`src/rtl/snake_pkg.sv`:
```
// snake_pkg: direction encoding, HID keycodes and keycode/direction helpers
package snake_pkg;

  typedef enum logic [1:0] {
    UP    = 2'd0,
    LEFT  = 2'd1,
    DOWN  = 2'd2,
    RIGHT = 2'd3
  } dir_t;

  localparam logic [7:0] KC_W = 8'h1A;
  localparam logic [7:0] KC_A = 8'h04;
  localparam logic [7:0] KC_S = 8'h16;
  localparam logic [7:0] KC_D = 8'h07;

  typedef struct packed {
    logic hit;
    dir_t dir;
  } key_hit_t;

  function automatic key_hit_t key_to_dir(input logic [7:0] kc);
    key_hit_t r;
    r.hit = kc == KC_W || kc == KC_A || kc == KC_S || kc == KC_D;
    r.dir = kc == KC_W ? UP : kc == KC_A ? LEFT : kc == KC_S ? DOWN : RIGHT;
    return r;
  endfunction

  function automatic dir_t dir_reverse(input dir_t d);
    return dir_t'(d ^ 2'b10);
  endfunction

endpackage

```
`src/rtl/sync_fifo.sv`:
```
// sync_fifo: wrap-bit pointer FIFO; a push into a full FIFO lands only when a pop frees a slot
module sync_fifo #(
  parameter int DEPTH = 4,
  parameter int WIDTH = 2
) (
  input  logic                     Clk,
  input  logic                     Reset,
  input  logic                     push,
  input  logic                     pop,
  input  logic [WIDTH-1:0]         din,
  output logic [WIDTH-1:0]         dout,
  output logic                     full,
  output logic                     empty,
  output logic [$clog2(DEPTH):0]   count
);
  localparam int AW = $clog2(DEPTH);
  logic [AW:0] wp, rp;
  logic [WIDTH-1:0] mem [DEPTH];
  logic do_push, do_pop;
  assign empty   = wp == rp;
  assign full    = wp[AW] != rp[AW] && wp[AW-1:0] == rp[AW-1:0];
  assign count   = wp - rp;
  assign dout    = mem[rp[AW-1:0]];
  assign do_pop  = pop && !empty;
  assign do_push = push && (!full || do_pop);
  // pointer advance; no bypass, so a pop on empty is simply ignored
  always_ff @(posedge Clk) begin
    if (Reset) begin
      wp <= '0;
      rp <= '0;
    end else begin
      if (do_push) wp <= wp + 1'b1;
      if (do_pop) rp <= rp + 1'b1;
    end
  end
  // storage write; contents are don't-care until a pointer covers them
  always_ff @(posedge Clk) begin
    if (do_push) mem[wp[AW-1:0]] <= din;
  end
endmodule

```
`src/rtl/keycode_dir_queue.sv`:
```
// keycode_dir_queue: turns held HID keycodes into filtered, queued snake turn events
module keycode_dir_queue
  import snake_pkg::*;
#(
  parameter int DEPTH  = 4,
  parameter int DROP_W = 8
) (
  input  logic                   Clk,
  input  logic                   Reset,
  input  logic [7:0]             keycode,
  input  logic                   dir_ready,
  output logic                   dir_valid,
  output logic [1:0]             dir_out,
  output logic [1:0]             cur_dir,
  output logic [$clog2(DEPTH):0] count,
  output logic                   overflow,
  output logic [DROP_W-1:0]      drop_count
);
  logic [7:0] kc_q, kc_prev;
  dir_t last_acc;
  key_hit_t ev;
  logic press, accept, full, empty, drop;
  assign ev        = key_to_dir(kc_q);
  assign press     = kc_q != kc_prev && ev.hit;
  assign accept    = press && ev.dir != last_acc && ev.dir != dir_reverse(last_acc);
  assign drop      = accept && full && !dir_ready;
  assign dir_valid = !empty;

  sync_fifo #(.DEPTH(DEPTH), .WIDTH(2)) u_fifo (
    .Clk   (Clk),
    .Reset (Reset),
    .push  (accept),
    .pop   (dir_ready),
    .din   (ev.dir),
    .dout  (dir_out),
    .full  (full),
    .empty (empty),
    .count (count)
  );

  // keycode pipeline, turn filter state, applied heading and drop accounting
  always_ff @(posedge Clk) begin
    if (Reset) begin
      kc_q       <= '0;
      kc_prev    <= '0;
      last_acc   <= RIGHT;
      cur_dir    <= RIGHT;
      overflow   <= 1'b0;
      drop_count <= '0;
    end else begin
      kc_q     <= keycode;
      kc_prev  <= kc_q;
      overflow <= drop;
      if (accept && !drop) last_acc <= ev.dir;
      if (drop && !(&drop_count)) drop_count <= drop_count + 1'b1;
      if (dir_valid && dir_ready) cur_dir <= dir_out;
    end
  end
endmodule
```
`config.mk`:
```
export PLATFORM = sky130hd
export DESIGN_NAME = keycode_dir_queue
export DESIGN_NICKNAME = d
export VERILOG_FILES = /design/src/rtl/snake_pkg.sv /design/src/rtl/sync_fifo.sv /design/src/rtl/keycode_dir_queue.sv
export SDC_FILE = /design/constraint.sdc
export NUM_CORES = 1
export LEC_CHECK = 0
export ABC_AREA = 1
export CORE_MARGIN = 2
export CORE_UTILIZATION = 25
export CTS_CLUSTER_DIAMETER = 100
export DETAILED_ROUTE_END_ITERATION = 16
export MAX_ROUTING_LAYER = met4
export PLACE_DENSITY = 0.42
export REMOVE_ABC_BUFFERS = 1
export SKIP_LAST_GASP = 1
export SYNTH_ARGS = -nofsm -noshare
export SYNTH_HDL_FRONTEND = slang
export SYNTH_SLANG_ARGS = --single-unit
export TNS_END_PERCENT = 1
```
`constraint.sdc`:
```
create_clock -name Clk -period 1.7 [get_ports Clk]
set_input_delay 0.425 -clock Clk [delete_from_list [all_inputs] [get_ports Clk]]
set_output_delay 0.425 -clock Clk [all_outputs]
set_load 0.01 [all_outputs]
```
=== Word-level counts from Yosys, hierarchy flattened ===
Memories as Yosys holds them, arrays and structs flattened. A register that Yosys moved wholly into a read port is not among the register bits.
Index checks and enable logic that the tools add are counted.
W data, S select, Z words.

* Memories: 1
* Latch bits: 0
* Output and inout bits: 17
* Bits in writable memories: 8
* Memory bits (read-only): 0
* Register bits: 35

{| class="wikitable"
|+ Memories
! memory !! words !! bits a word !! rd ports !! clocked after Yosys merged registers in !! write ports !! line !! text
|-
| u_fifo.mem || 4 || 2 || 1 || 1 || 1 || sync_fifo.sv:18 || <nowiki>logic [WIDTH-1:0] mem [DEPTH];</nowiki>
|}

* Add/subtract/negate cells: 4
* Shift operators: 0
* Mux-type cells: 7
* Div/mod/pow operators: 0
* Equality and inequality tests: 10
* Bitwise gates (word level): 1
* Magnitude comparators: 0
* Multiply operators: 0
* Reductions and logical operators: 20

{| class="wikitable"
|+ Operators by type and width
! operator !! number
|-
| $eq A8 B3 Y1 const B || 2
|-
| $eq A8 B5 Y1 const B || 2
|-
| $logic_and A1 B1 Y1 || 10
|-
| $add A8 B1 Y8 const B || 1
|-
| $mux W2 || 4
|-
| $ne A8 B8 Y1 || 1
|-
| $reduce_and A8 Y1 || 1
|-
| $add A3 B1 Y3 const B || 2
|-
| $logic_not A1 Y1 || 5
|-
| $logic_or A1 B1 Y1 || 4
|-
| $ne A2 B2 Y1 || 2
|-
| $eq A3 B3 Y1 || 1
|-
| $mux W1 || 3
|-
| $sub A3 B3 Y3 || 1
|-
| $eq A2 B2 Y1 || 1
|-
| $ne A1 B1 Y1 || 1
|-
| $not A1 Y1 || 1
|}

=== Longest topological paths before layout ===
Gate-level depths: netlist of run 1.

* Word-level depth: 11
* Depth in mapped cells: 14
* Gate-level depth less buffers: 14

=== Modules after synthesis ===
Synthesis of run 1 repeated with hierarchy kept, for this count alone.

* Cells, all modules: 277
* Area total of the unflattened synthesis: 2,183.3 um2

{| class="wikitable"
|+ By module, submodules not included
! module !! times used !! cells each !! area an instance (um2) !! seq. area each (um2)
|-
| keycode_dir_queue || 1 || 185 || 1,346.3 || 560.5
|-
| sync_fifo || 1 || 92 || 837.1 || 400.4
|}

=== Least setup slack after synthesis of run 1 ===
OpenSTA, ideal clock, no wires.

* Path kind: register to register
* Start: reg u_fifo.wp[0]
* End: mem u_fifo.mem[0][0], enable pin
* Path buffers: 1
* Setup slack: -26 ps
* Cell stages (with the launch flop): 9
* Data required time: 1,458 ps
* Setup time: 242 ps
* Data arrival time: 1,483 ps
* Clock period less this slack: 1,726 ps
* Path through: dfxtp_1 > inv_1 > ha_1 > nand2_1 > nor3_4 > inv_1 > nand2_4 > buf_6 > nor2_1

* Longest elaborated chain between the ends: 7

{| class="wikitable"
|+ Ends and longest elaborated chain
! element !! line !! text
|-
| start: declaration || sync_fifo.sv:17 || <nowiki>logic [AW:0] wp, rp;</nowiki>
|-
| start signal: assignment || sync_fifo.sv:32 || <nowiki>if (do_push) wp <= wp + 1'b1;</nowiki>
|-
| $eq A3 B3 Y1 or $eq A2 B2 Y1 (tied branches) || sync_fifo.sv:20, sync_fifo.sv:21 ||
|-
| $logic_not A1 Y1 or $logic_and A1 B1 Y1 (tied branches) || sync_fifo.sv:24, sync_fifo.sv:21 ||
|-
| $logic_and A1 B1 Y1 or $logic_not A1 Y1 (tied branches) || sync_fifo.sv:24, sync_fifo.sv:25 ||
|-
| $logic_or A1 B1 Y1 || sync_fifo.sv:25 || <nowiki>assign do_push = push && (!full || do_pop);</nowiki>
|-
| $logic_and A1 B1 Y1 || sync_fifo.sv:25 ||
|-
| $mux W1 || sync_fifo.sv:38 || <nowiki>if (do_push) mem[wp[AW-1:0]] <= din;</nowiki>
|-
| $mux W1 (implied by the code) || sync_fifo.sv:38 ||
|-
| end: declaration || sync_fifo.sv:18 ||
|}

Several ways; a longest one is shown, not always the timed one.

=== Worst setup path in the final report of run 1 ===
* Start: reg u_fifo.wp[0]
* End: out count[1]

* Longest elaborated chain between the ends: 1

{| class="wikitable"
|+ Ends and longest elaborated chain
! element !! line !! text
|-
| $sub A3 B3 Y3 || sync_fifo.sv:22 || <nowiki>assign count = wp - rp;</nowiki>
|-
| end: declaration || keycode_dir_queue.sv:15 || <nowiki>output logic [$clog2(DEPTH):0] count,</nowiki>
|}

Every way passes these cells.

==> flow_metrics.tcl, run 1 <==
set metrics [dict create \
    outcome "finished with violations" \
    violations "negative setup slack" \
    rsz0062_at_grt "yes" \
    vdd.ir_drop.worst_v 0.000368 \
    cts_sinks 44 \
    critical_path_buf_inv_count 3 \
    grt.met3_usage_pct 2.58 \
    wl_mm 4.03 \
    num_rows 33 \
    clockRootBuffer "clkbuf_8" \
    dieHeight_um 95.7 \
    finalCritPeriodShare_pct 113 \
    synth.avg_cell_area_um2 7.68 \
    hold_path.class "reg2reg" \
    intPower_mw 1.64 \
    worst_path_dominant_cell_family "adder cells" \
    r2r.worst_path.cells 10 \
    drtPass1Iterations 4 \
    final_cell_mix "53 x nand2_1, 50 x nor2_1, 46 x inv_1" \
    grt_pass1_wl_mm 6.75 \
    final_cells 431 \
    crit_path_cell_trace "inv_2 -> ha_4 -> fa_2 -> inv_1 -> buf_2" \
    area_delta_synth_final_pct 31.6 \
    min_path_cells 2 \
    slew_headroom_pct 75.8 \
    core_region_area_um2 8180 \
    p_per_area_nw_per_um2 772 \
    drive_above_1_share_pct 18.7 \
    io_buffers 27 \
    end_kind "output pin" \
    worst_pin_slew_ns 0.359 \
    p_leak_nw 1.24 \
    min_to "kc_prev[7]" \
    combPwrFrac_pct 10.5 \
    grt.overflow.total 0 \
    ys_seq_area_share_pct 45.7 \
    ys_ff_latch 44 \
    whs_ns 0.473 \
    drc_errors 0 \
    dp_hpwl_mm 3.10 \
    ys_types 29 \
    clock.fmax_mhz 522 \
    num_io_pins 28 \
    cp.required_ns 1.27 \
    cpPeakStageDelay_ns 0.51 \
    drt-initial-drc-count 47 \
    finalWeightedCongestion 0.743 \
    fill_cells 899 \
    crit_fanout 2 \
    cts_buffers 5 \
    finalWorstSetupSlack_ns -0.216 \
    dp.cells 422 \
    netlist_area_um2 2100 \
    layout_commonest_cell "nand2_1" \
    busiest_layer "met2" \
    cap_violations 0 \
    hold_viol 0 \
    wl_per_cell_um 9.35 \
    antenna_found_initial 0 \
    slew_viol_final 0 \
    drtAntennaViolNets 0 \
    min_period_ns 1.92 \
    swShare_pct 23.4 \
    grt_max_degree 15 \
    track_usage_pct 9.84 \
    worstPathArrival_ns 1.49 \
    die_area_um2 9160 \
    syn_inst 274 \
    worstReg2RegStart "kc_q[2]" \
    r2r_slack_ns 0 \
    start_util_pct 25.7 \
    r2r_end "u_fifo.mem[0][0]" \
    grt_use_met1_pct 12.8 \
    grt_pass1_vias 1473 \
    cts_hold_buf 0 \
    slowest_stage "fa_2" \
    criticalPathCategory "reg2out" \
    clockPowerShare_pct 37.4 \
    final_util_pct 33.9 \
    nets 345 \
    die_width_um 95.7 \
    use_met2_pct 14.9 \
    seqPwrFrac_pct 52.2 \
    clkTransAtPathRegs_ns 0.09 \
    p_sw_mw 0.499 \
    hp-start "kc_q[7]" \
    finalSetupViolCount 6 \
    num_antenna_cells 0 \
    htreeDepth 2 \
    vias 1706 \
    tritoncts "done" \
    skew_ns 0.00745 \
    start_kind "register" \
    vias_per_cell 3.96 \
    clock_path_buffers 2 \
    insertion_delay_ns 0.29 \
    yosys_warnings 0 \
]
through the flow:
| step | instance area [µm²] | setup WS, ns | setup TNS [ns] | power [mW] |
|---|---|---|---|---|
| after CTS | 2760 | -0.231 | -0.912 | 2.18 |
| final | 2770 | -0.216 | -0.650 | 2.14 |
| after global placement | 2650 | -0.341 | -1.41 | 1.37 |
| after detailed placement | 2650 | -0.381 | -1.65 | 1.38 |
| after global routing | 2770 | -0.266 | -3.49 | 2.26 |
| after floorplan | 2080 | 0.0331 | 0 | 1.25 |
final cells by class:
cell class / count / area (µm²) / area share [%]
sequential: 44 / 965 / 34.9
multi-input combinational: 173 / 936 / 33.8
timing repair buffer: 48 / 425 / 15.4
inverter: 53 / 199 / 7.19
tap: 105 / 131 / 4.75
clock buffer: 5 / 68.8 / 2.49
clock inverter: 3 / 42.5 / 1.54
synth_stat cells (all sizes together):
cell | n | area, µm²
a21oi | 6 | 30.0
buf | 1 | 11.3
clkbuf | 3 | 11.3
clkinv | 1 | 3.75
dfxtp | 36 | 721
edfxtp | 8 | 240
fa | 1 | 20.0
ha | 8 | 100
inv | 52 | 195
nand2 | 61 | 259
nand3 | 8 | 45.0
nand4 | 6 | 37.5
nor2 | 58 | 251
nor3 | 3 | 26.3
nor4 | 1 | 6.26
o211ai | 1 | 12.5
o21ai | 9 | 45.0
o21bai | 3 | 22.5
o22ai | 2 | 12.5
xnor2 | 5 | 43.8
xor2 | 1 | 8.76
worst min-delay path: cells and delay by family (launching register included):
family	cells	cell delay, ns
flops	1	0.34
buf+inv	1	0.07
simple gates	1	0.03
cells by family (layout without fill, tap and decap cells):
logic type / Yosys count / in the layout / share of synthesized area [%]
AOI/OAI and AO/OA: 21 / 21 / 5.83
xor gates and xnor gates: 6 / 6 / 2.50
adders and majority gates: 9 / 9 / 5.71
buffers and inverters: 57 / 109 / 10.5
DFF: 44 / 44 / 45.7
and+or+nand+nor: 137 / 137 / 29.7
metal layers:
layer,vias up,part of all wire [%]
met4,0,0.72
met1,740,51
li1,934,-
met2,30,44
met5,-,0
met3,2,4.8
what timing repair did:
item                                    4_1_cts  5_1_grt
endpoints found under the hold margin         0        0
pin swaps                                     1        0
endpoints found under the setup margin       14       27
buffers inserted                              0        1
gates resized for setup                      18        1
registers in the layout, summed over array words and instances, names as in the netlist, named ones only:
register,cells
u_fifo.wp,3
kc_prev,8
last_acc,1
drop_count,8
overflow,1
u_fifo.rp,3
u_fifo.mem,8
cur_dir,2
kc_q,8
power groups by stage:
stage | registers [mW] | logic (mW) | clock network, mW
floorplan | 1.14 | 0.118 | 0
finish | 1.11 | 0.224 | 0.798
global placement | 1.14 | 0.237 | 0
global route | 1.12 | 0.254 | 0.885
detailed placement | 1.14 | 0.238 | 0
CTS | 1.11 | 0.228 | 0.840
worst max-delay path by stage:
| stage | cells after the start | to | startpoint |
|---|---|---|---|
| floorplan | 7 | u_fifo.mem[0][0] | u_fifo.wp[0] |
| global placement | 5 | count[2] | u_fifo.wp[0] |
| detailed placement | 5 | count[2] | u_fifo.wp[0] |
| CTS | 5 | count[1] | u_fifo.wp[0] |
| global route | 5 | count[1] | u_fifo.wp[0] |
| finish | 5 | count[1] | u_fifo.wp[0] |
No activity file was read; power rests on OpenSTA's default activity.
==> run 2: changes to the inputs <==
--- a/config.mk
+++ b/config.mk
@@ -10,6 +10,7 @@
 export CORE_UTILIZATION = 25
 export CTS_CLUSTER_DIAMETER = 100
 export DETAILED_ROUTE_END_ITERATION = 16
+export GPL_ROUTABILITY_DRIVEN = 1
 export MAX_ROUTING_LAYER = met4
 export PLACE_DENSITY = 0.42
 export REMOVE_ABC_BUFFERS = 1
==> constraint.sdc (replaced) <==
create_clock -name Clk -period 1.7 [get_ports Clk]
set_input_delay 0.17 -clock Clk [delete_from_list [all_inputs] [get_ports Clk]]
set_output_delay 0.17 -clock Clk [all_outputs]
set_load 0.01 [all_outputs]
==> flow_metrics.tcl, run 2 (synthesis gave the netlist of run 1 again) <==
set metrics [dict create \
    drtPass1Iterations 4 \
    final_area_um2 2790 \
    grt_max_degree 15 \
    die_area_um2 9160 \
    final_cells 430 \
    layout_commonest_cell "nand2_1" \
    clkTransAtPathRegs_ns 0.09 \
    tritoncts "done" \
    crit_end "dir_out[0]" \
    clockRootBuffer "clkbuf_8" \
    violations "negative setup slack" \
    vias 1701 \
    cts_buffers 5 \
    drive_above_1_share_pct 16.9 \
    r2r_end "u_fifo.mem[1][0]" \
    num_io_pins 28 \
    multi_input_area_um2 921 \
    dp_hpwl_mm 3.14 \
    register_area_um2 963 \
    start_util_pct 25.7 \
    area_delta_synth_final_pct 32.7 \
    grt_pass1_vias 1535 \
    io_buffers 27 \
    die_width_um 95.7 \
    vias_per_cell 3.96 \
    min_period_ns 1.77 \
    finalWorstSetupSlack_ns -0.0725 \
    p_per_area_nw_per_um2 873 \
    nets 344 \
    track_usage_pct 9.96 \
    cp.required_ns 1.53 \
    fill_cells 890 \
    drtAntennaViolNets 0 \
    core_region_area_um2 8180 \
    r2r.worst_path.cells 10 \
    hold_viol 0 \
    crit_fanout 5 \
    p_leak_nw 1.25 \
    finalCritPeriodShare_pct 104 \
    cts_hold_buf 0 \
    power_mw 2.44 \
    dieHeight_um 95.7 \
    skew_ns 0.0103 \
    grt_pass1_wl_mm 6.86 \
    outcome "finished with violations" \
    htreeDepth 2 \
    num_antenna_cells 0 \
    r2r_slack_ns 0.01 \
    cts_sinks 44 \
    vdd.ir_drop.worst_v 0.000493 \
    post-cts-setup-buffer-count 0 \
    clock_path_buffers 2 \
    worstPathArrival_ns 1.60 \
    cap_violations 0 \
    worstReg2RegStart "kc_q[2]" \
    finalSetupViolCount 4 \
    final_cell_mix "53 x nand2_1, 50 x nor2_1, 47 x inv_1" \
    num_rows 33 \
    pre_cts_slack_ns -0.0996 \
    end_kind "output pin" \
    insertion_delay_ns 0.30 \
    clock.fmax_mhz 564 \
    hold_path.class "in2reg" \
    wl_per_cell_um 9.36 \
    wl_mm 4.03 \
    criticalPathCategory "reg2out" \
    dp.cells 422 \
    rsz0062_at_grt "yes" \
    drc_errors 0 \
    antenna_found_initial 0 \
    slew_viol_final 0 \
    post_dp_cell_area_um2 2630 \
    slew_headroom_pct 77.1 \
    start_kind "register" \
    grt.overflow.total 0 \
    worst_pin_slew_ns 0.340 \
    drt-initial-drc-count 36 \
    finalWeightedCongestion 0.744 \
]
## run 2: cell types whose count changed in the layout (fill, tap and decap cells not counted), moves of 2 or more
cell,change
buf_2,-2
dlygate4sd2_1,-3
clkdlybuf4s50_1,+2
bufinv_16,+2
## run 2: final cells by class
type / instances / area share, %
Timing Repair Buffer: 47 / 14.9
Multi-Input combinational cell: 173 / 33.0
Inverter: 53 / 7.13
Clock buffer: 5 / 2.47
Tap cell: 105 / 4.71
Sequential cell: 44 / 34.5
Clock inverter: 3 / 3.23
## run 2: worst min-delay path by stage
stage / from / endpoint / depth (start not counted)
floorplan: Reset / kc_q[0] / 1
global placement: cur_dir[0] / cur_dir[0] / 2
detailed placement: cur_dir[0] / cur_dir[0] / 2
CTS: keycode[4] / kc_q[4] / 3
global route: keycode[7] / kc_q[7] / 3
finish: keycode[4] / kc_q[4] / 3
## run 2: timing repair
item | CTS | global route
resized for setup | 4 | 5
hold endpoints to repair | 0 | 0
setup endpoints to repair | 9 | 25
## run 2: layer usage
metal | GRT usage (%) | vias to the layer above | routed length (µm)
li1 | - | 931 | -
met1 | 12.3 | 737 | 2000
met2 | 15.6 | 28 | 1800
met3 | 2.58 | 5 | 167
met4 | 3.93 | 0 | 55
met5 | - | - | 0
## run 2: critical path: stages (launching register included)
cell and delay, ns:
dfxtp_1 0.35, inv_1 0.11, o21ai_0 0.10, o22ai_1 0.18
clkdlybuf4s50_1 0.57
## run 2: metrics by stage
| stage | hold slack [ns] | util (%) | setup TNS, ns |
|---|---|---|---|
| 2_1_floorplan | 0.241 | - | 0 |
| 3_3_place_gp | 0.457 | 32.2 | -0.122 |
| 3_5_place_dp | 0.457 | 32.2 | -0.134 |
| 4_1_cts | 0.369 | 34.1 | -0.662 |
| 5_1_grt | 0.378 | 34.1 | -2.48 |
| 6_report | 0.386 | 34.1 | -0.176 |
## run 2: report_power, final
part           total [mW]  leakage, nW  internal, mW  switching, mW
combinational       0.222        0.823         0.111          0.111
clock                1.10       0.0784         0.735          0.366
sequential           1.11        0.351          1.09         0.0237
==> run 3: changes to the inputs <==
--- a/config.mk
+++ b/config.mk
@@ -12,9 +12,10 @@
 export DETAILED_ROUTE_END_ITERATION = 16
 export GPL_ROUTABILITY_DRIVEN = 1
 export MAX_ROUTING_LAYER = met4
-export PLACE_DENSITY = 0.42
+export PLACE_DENSITY = 0.41
 export REMOVE_ABC_BUFFERS = 1
 export SKIP_LAST_GASP = 1
+export SLEW_MARGIN = 40
 export SYNTH_ARGS = -nofsm -noshare
 export SYNTH_HDL_FRONTEND = slang
 export SYNTH_SLANG_ARGS = --single-unit
==> constraint.sdc (replaced) <==
create_clock -name Clk -period 1.9 [get_ports Clk]
set_input_delay 0.19 -clock Clk [delete_from_list [all_inputs] [get_ports Clk]]
set_output_delay 0.19 -clock Clk [all_outputs]
set_load 0.01 [all_outputs]
==> flow_metrics.tcl, run 3 (synthesis gave the netlist of run 1 again) <==
set metrics [dict create \
    finalWeightedCongestion 0.766 \
    area_delta_synth_final_pct 26.1 \
    htreeDepth 2 \
    seqPwrFrac_pct 51.8 \
    final_cell_mix "53 x nand2_1, 50 x nor2_1, 47 x inv_1" \
    die_area_um2 9160 \
    clock.fmax_mhz 530 \
    criticalPathCategory "reg2out" \
    die_width_um 95.7 \
    slew_viol_final 0 \
    grt_pass1_wl_mm 6.89 \
    end_kind "output pin" \
    wl_mm 3.97 \
    num_antenna_cells 0 \
    intPower_mw 1.46 \
    clockRootBuffer "clkbuf_8" \
    track_usage_pct 10.0 \
    cts_buffers 5 \
    min_period_ns 1.89 \
    start_kind "register" \
    clock_path_buffers 2 \
    skew_ns 0.00383 \
    grt_pass1_vias 1506 \
    insertion_delay_ns 0.30 \
    layout_commonest_cell "nand2_1" \
    outcome "finished clean" \
    hold_path.class "in2reg" \
    drc_errors 0 \
    core_region_area_um2 8180 \
    crit_fanout 2 \
    p_leak_nw 1.17 \
    swShare_pct 23.8 \
    drtPass1Iterations 4 \
    wl_per_cell_um 9.53 \
    clkTransAtPathRegs_ns 0.09 \
    combPwrFrac_pct 9.9 \
    io_buffers 27 \
    slew_headroom_pct 64.4 \
    r2r_slack_ns 0.22 \
    drt-initial-drc-count 50 \
    p_per_area_nw_per_um2 725 \
    drtAntennaViolNets 0 \
    rsz0062_at_grt "yes" \
    vias_per_cell 3.99 \
    final_area_um2 2650 \
    worst_pin_slew_ns 0.534 \
    clockPowerShare_pct 38.3 \
    dp_hpwl_mm 3.00 \
    hp-start "keycode[5]" \
    drive_above_1_share_pct 12.8 \
    cp.required_ns 1.71 \
    num_io_pins 28 \
    vias 1663 \
    worstReg2RegStart "kc_q[1]" \
    post-cts-setup-buffer-count 0 \
    dieHeight_um 95.7 \
    antenna_found_initial 0 \
    worstPathArrival_ns 1.70 \
    tritoncts "done" \
    crit_path_start "u_fifo.wp[0]" \
    post_dp_cell_area_um2 2530 \
    vdd.ir_drop.worst_v 0.000339 \
    cap_violations 0 \
    finalCritPeriodShare_pct 99.3 \
    cts_sinks 44 \
    start_util_pct 25.7 \
    grt_max_degree 21 \
    nets 331 \
    hold_viol 0 \
    p_sw_mw 0.457 \
    finalSetupViolCount 0 \
    whs_ns 0.397 \
    num_rows 33 \
    grt.overflow.total 0 \
]
## run 3: area by class of cell
cell class,instances,area (µm²)
clock buffer,5,68.8
clock inverter,3,46.3
fill,885,5520
inverter,53,199
multi-input combinational,173,921
sequential,44,962
tap,105,131
timing repair buffer,34,323
## run 3: path summary, 6_finish.rpt
kind	end	cells after the start
min reg2reg	kc_prev[6]	2
min	kc_q[5]	3
max reg2reg	drop_count[5]	12
max	count[2]	5
## run 3: per-stage QoR
step           setup TNS [ns]  power, mW  setup WS [ns]  instances  util [%]
3_3_place_gp                0       1.22         0.0838        409      31.0
2_1_floorplan               0       1.12          0.233        270         -
4_1_cts               -0.0705       1.96        -0.0580        417      32.4
3_5_place_dp                0       1.22         0.0679        409      31.0
5_1_grt                -0.246       2.04        -0.0920        417      32.4
6_report                    0       1.92         0.0133        417      32.4
## run 3: routing by layer
metal / vias up / global-route usage (%) / part of all wire (%)
li1: 906 / - / -
met1: 722 / 12.8 / 51
met2: 30 / 15.2 / 44
met3: 5 / 2.82 / 4.2
met4: 0 / 3.57 / 1.4
met5: - / - / 0
## run 3: worst max-delay path: stages, from the launching register on
cell and delay [ns]:
dfxtp_1 0.34, inv_1 0.06, ha_1 0.18, fa_1 0.37
xor2_1 0.17, dlygate4sd2_1 0.28
## run 3: power groups by stage
stage	combinational [mW]	sequential (mW)	clock, mW
floorplan	0.105	1.02	0
CTS	0.197	0.996	0.768
global route	0.221	1.00	0.816
detailed placement	0.200	1.02	0
global placement	0.200	1.02	0
finish	0.191	0.995	0.735
## run 3: timing repair
| item | CTS | global route |
|---|---|---|
| hold endpoints to repair | 0 | 0 |
| cloned | 0 | 0 |
| resized for setup | 2 | 2 |
| pin swaps | 0 | 1 |
| endpoints found under the setup margin | 3 | 5 |
| hold buffers | 0 | 0 |
